`config.mk`:
```
export PLATFORM = sky130hd
export DESIGN_NAME = cs_rr_arbiter_flat
export DESIGN_NICKNAME = d
export VERILOG_FILES = /design/src/rtl/cs_rr_if.sv /design/src/rtl/cs_rr_arbiter.sv /design/src/flat_wrapper.sv
export SDC_FILE = /design/constraint.sdc
export NUM_CORES = 1
export LEC_CHECK = 0
export CAP_MARGIN = 20
export CORE_UTILIZATION = 25
export CTS_BUF_LIST = sky130_fd_sc_hd__clkbuf_8
export DETAILED_ROUTE_END_ITERATION = 8
export PLACE_DENSITY = 0.5
export SYNTH_ARGS = -nofsm -noshare
export SYNTH_HDL_FRONTEND = slang
export SYNTH_SLANG_ARGS = --single-unit
```
`constraint.sdc`:
```
create_clock -name clk -period 4 [get_ports clk]
set_clock_uncertainty 0.05 [all_clocks]
set_input_delay 0.6 -clock clk [delete_from_list [all_inputs] [get_ports clk]]
set_output_delay 0.6 -clock clk [all_outputs]
set_load 0.05 [all_outputs]
```
`src/rtl/cs_rr_if.sv`:
```
// cs_rr_if: request/enable inputs and chip-select outputs of the round-robin select arbiter
interface cs_rr_if;
   logic       en;
   logic [7:0] req;
   logic [7:0] cs_n;
   logic [2:0] gnt_idx;
   logic       busy;
   logic       timeout;
   modport master(output en, req, input cs_n, gnt_idx, busy, timeout);
   modport slave(input en, req, output cs_n, gnt_idx, busy, timeout);
endinterface

```
`src/rtl/cs_rr_arbiter.sv`:
```
// cs_rr_arbiter: round-robin owner of an 8-way active-low chip-select with hold timeout and turnaround gap
module cs_rr_arbiter #(
   parameter int MAX_HOLD   = 16,
   parameter int GAP_CYCLES = 1
) (
   input logic    clk,
   input logic    rst_n,
   cs_rr_if.slave bus
);
   typedef enum logic [1:0] {IDLE, BUSY, GAP} state_t;
   state_t     r_state, w_next;
   logic [2:0] r_ptr, r_idx, w_win, w_idx_nx, w_ptr_nx;
   logic [7:0] r_cs_n, r_hold, w_cs_n_nx, w_hold_nx;
   logic [3:0] r_gap, w_gap_nx;
   logic       r_to, w_to_nx, w_take, w_drop, w_expire, w_release, w_gap_done;
   // Descending scan so the last hit is the one closest to ptr
   always_comb begin
      w_win = r_ptr;
      for (int k = 7; k >= 0; k--)
         if (bus.req[r_ptr + 3'(k)]) w_win = r_ptr + 3'(k);
   end
   assign w_drop     = !bus.req[r_idx];
   assign w_expire   = (MAX_HOLD != 0) && (r_hold == 8'(MAX_HOLD));
   assign w_gap_done = r_gap == 4'(GAP_CYCLES - 1);
   assign w_take     = (r_state == IDLE) && bus.en && (|bus.req);
   assign w_release  = (r_state == BUSY) && (w_drop || w_expire);
   always_ff @(posedge clk or negedge rst_n)
      if (!rst_n) begin
         r_state <= IDLE;
         r_cs_n  <= 8'hFF;
         r_idx   <= 3'd0;
         r_ptr   <= 3'd0;
         r_hold  <= 8'd0;
         r_gap   <= 4'd0;
         r_to    <= 1'b0;
      end else begin
         r_state <= w_next;
         r_cs_n  <= w_cs_n_nx;
         r_idx   <= w_idx_nx;
         r_ptr   <= w_ptr_nx;
         r_hold  <= w_hold_nx;
         r_gap   <= w_gap_nx;
         r_to    <= w_to_nx;
      end
   always_comb begin
      w_next = r_state;
      case (r_state)
         IDLE:    if (w_take) w_next = BUSY;
         BUSY:    if (w_release) w_next = (GAP_CYCLES > 0) ? GAP : IDLE;
         GAP:     if (w_gap_done) w_next = IDLE;
         default: w_next = IDLE;
      endcase
   end
   // A drop on the same edge the hold limit is reached is a normal release
   always_comb begin
      w_cs_n_nx = w_take ? ~(8'd1 << w_win) : w_release ? 8'hFF : r_cs_n;
      w_idx_nx  = w_take ? w_win : r_idx;
      w_ptr_nx  = w_take ? w_win + 3'd1 : r_ptr;
      w_hold_nx = w_take ? 8'd1 : ((r_state == BUSY) && (r_hold != 8'hFF)) ? r_hold + 8'd1 : r_hold;
      w_gap_nx  = (r_state == GAP) ? r_gap + 4'd1 : 4'd0;
      w_to_nx   = w_release && !w_drop;
   end
   assign bus.cs_n    = r_cs_n;
   assign bus.gnt_idx = r_idx;
   assign bus.busy    = ~&r_cs_n;
   assign bus.timeout = r_to;
endmodule

```
`src/flat_wrapper.sv`:
```
// flat-port wrapper written by rule: the top's interface ports become plain ports
module cs_rr_arbiter_flat 
#(
   parameter int MAX_HOLD   = 16,
   parameter int GAP_CYCLES = 1
)
  (clk, rst_n, bus_en, bus_req, bus_cs_n, bus_gnt_idx, bus_busy, bus_timeout);
  cs_rr_if bus_i ();
  input logic clk;
  input logic rst_n;
  input wire logic [$bits(bus_i.en)-1:0] bus_en;
  input wire logic [$bits(bus_i.req)-1:0] bus_req;
  output wire logic [$bits(bus_i.cs_n)-1:0] bus_cs_n;
  output wire logic [$bits(bus_i.gnt_idx)-1:0] bus_gnt_idx;
  output wire logic [$bits(bus_i.busy)-1:0] bus_busy;
  output wire logic [$bits(bus_i.timeout)-1:0] bus_timeout;
  assign bus_i.en = bus_en;
  assign bus_i.req = bus_req;
  assign bus_cs_n = bus_i.cs_n;
  assign bus_gnt_idx = bus_i.gnt_idx;
  assign bus_busy = bus_i.busy;
  assign bus_timeout = bus_i.timeout;
  cs_rr_arbiter #(.MAX_HOLD(MAX_HOLD), .GAP_CYCLES(GAP_CYCLES)) u_core (.clk(clk), .rst_n(rst_n), .bus(bus_i));
endmodule
```
==> run metrics, run 1 <==
initial antenna violation count=0; maximum vdd drop=0.343 mV; Main synth FF type=dfrtp_1; Leak=1.24 nW; synthesized flop and latch total=29; Synth Area in Compound Gates=18.6%; routed len/inst=15.8 um; final setup fails=0; Setup crit end kind=flip-flop; Distinct cells, synth=60; H-tree depth=2; Ys Warns=0; global placement routability congestion=0.877; number of diodes=0; 1st-pass router iterations=4; Ports=24; Fmax=0.291 GHz; fin area=3100 um^2; post-synthesis adder-cell area fraction=3.41%; Die Wd=103 um; grt ovf=0; vias in the first global route=2,224; DRC viols=0; sequential share of the synthesized area=28.7%; most frequent cells in the layout=26 x nor2_1, 23 x nand2_1, 23 x clkdlybuf4s50_1, 21 x dfrtp_1, 17 x mux2i_1; first-pass GRT wire length=11,500 um; number of core rows=36; worst-margin pin slew=0.721 ns; mapped cell area=2570 um^2; Initial Util=26.0%; clock sinks=29; IO Port Bufs=23; setup_tns=0 ns; mux share of post-synthesis cell area=23.6%; crit path DAT=3.51 ns; Hold Startpoint=u_core.r_gap[0]$_DFF_PN0_; CP max FO=11; hold_buf cts=0; Final Max Tran Viols=0; Area after DPL=2990 um^2; syn nets=291; via count=2,207; xor/xnor cell area share of the yosys netlist=3.75%; Area Growth Syn to Fin=20.6%; Final nets=317; share of cells above drive strength 1=19.7%; largest net degree at the start of global routing=30; post-CTS setup buffer count=0; antenna-violating nets left=0; Clock Root Buffer=clkbuf_8; Tightest Hold Check Type=reg -> reg; WL final=6850 um; Slew HR=51.9%; Overall Global Routing Usage=14.0%; Gate Count Post-Synth=273; post-CTS sizing=0; Vias/cell=5.10; PwrDens=910 nW/um^2; Setup crit start=bus_req[7]; Synth Area in Simple Gates=16.4%; DR iter-0 viols=148; largest family of logic cells by synthesized area=multiplexers; startpoint type of the worst setup path=primary input; Power Total=0.00282 W; clock tree buffer depth=2; CTS tree=done; core area=9860 um^2; r2r startpoint=u_core.r_ptr[0]$_DFFE_PN0P_; RSZ-0062 raised after global routing=no; final hold violation count=0; clk_lat worst skew=0.28 ns; status=complete, no violations; Post-synth EDFFs=0; worst endpoint required time=4.08 ns; area of the die=10,700 um^2; clk slew on worst S/H paths=0.06 ns; TritonCTS buffer count=5; Die Y=103 um; most common cell after layout, fill and taps aside=nor2_1; ys async rst share=100%; DP Wirelength=5150 um; Tmin final=3.43 ns; kind of critical path=in -> reg; period utilization=85.9%; Mapped Avg Cell Area=9.40 um^2; max-cap violations=0
## cell type report
| class | instances | area, um^2 |
|---|---|---|
| timing repair buffer | 39 | 370 |
| clock inverter | 3 | 13.8 |
| fill | 1025 | 6770 |
| clock buffer | 5 | 68.8 |
| tap | 133 | 166 |
| sequential | 29 | 736 |
| multi-input combinational | 210 | 1690 |
| inverter | 14 | 52.6 |
## final timing paths
kind / depth (start not counted) / to / slack, ns
setup / recovery: 10 / u_core.r_ptr[2]$_DFFE_PN0P_ / 0.57
hold / removal: 1 / u_core.r_gap[0]$_DFF_PN0_ / 0.45
setup reg to reg: 12 / u_core.r_ptr[2]$_DFFE_PN0P_ / 0.69
hold reg to reg: 1 / u_core.r_gap[0]$_DFF_PN0_ / 0.45
max in group asynchronous: 2 / u_core.bus.cs_n[2]$_DFFE_PN1P_ / 2.81
min in group asynchronous: 1 / u_core.r_ptr[0]$_DFFE_PN0P_ / 0.56
## Yosys cell counts (4+ instances only)
cell type	n	area [um^2]
ha_1	7	87.6
and3_1	4	25.0
mux4_2	11	248
mux2_2	8	90.1
nand4_1	4	25.0
nand3_1	8	40.0
inv_1	13	48.8
mux2i_1	17	170
nand2_1	23	86.3
o21ai_0	15	75.1
nor2_1	26	97.6
nor2b_1	4	25.0
dfstp_2	8	210
xnor2_1	5	43.8
xor2_1	6	52.6
clkbuf_1	14	52.6
dfrtp_1	21	526
nand2b_1	7	43.8
a41oi_1	4	35.0
a21oi_1	7	35.0
## metal layers
metal | wire length [um] | part of all wire (%) | track usage, %
met1 | 3240 | 47 | 19.1
met4 | 137 | 2.0 | 4.88
met5 | 0 | 0 | 0
met3 | 211 | 3.1 | 1.95
met2 | 3260 | 48 | 22.7
## stage by stage
step           setup WS (ns)  util (%)  std cells  hold slack [ns]
6_report               0.565      31.4        433            0.447
5_1_grt                0.426      31.4        433            0.492
4_1_cts                0.576      31.1        432            0.447
3_5_place_dp           0.285      30.3        424            0.438
3_3_place_gp           0.339      30.3        424            0.437
2_1_floorplan          0.690         -        273            0.254
## flip-flops by register name, indices dropped and copies added (netlist names)
register	count
u_core.bus.cs_n	8
u_core.bus.gnt_idx	3
u_core.bus.timeout	1
u_core.r_gap	4
u_core.r_hold	8
u_core.r_ptr	3
u_core.r_state	2
## power by group
part	internal, W	switching, W	total (W)
Clock	0.000118	0.000111	0.000228
Combinational	0.000896	0.00121	0.00211
Sequential	0.000391	0.0000925	0.000484
## worst max-delay path, stage by stage
cell	delay, ns
clkdlybuf4s50_1	0.60
mux2_4	0.35
mux4_2	0.55
a2111oi_4	0.34
a211oi_1	0.08
a211o_1	0.36
and3_1	0.23
ha_1	0.27
nand2_1	0.05
o21ai_0	0.08
## logic make-up (layout without fill, tap and decap cells)
logic type	Yosys count	in the layout
mux	41	41
compound gates	63	63
simple gates	88	88
xor+xnor	11	11
buf+inv	34	61
fa+ha+maj	7	7
flops	29	29
Note: power is estimated with default switching activity, not from simulation.
==> run 2, diff against run 1 <==
GPL_ROUTABILITY_DRIVEN = 0   (was not set)
==> results of run 2 <==
No change in the layout: final DEF, timing and power equal those of run 1.
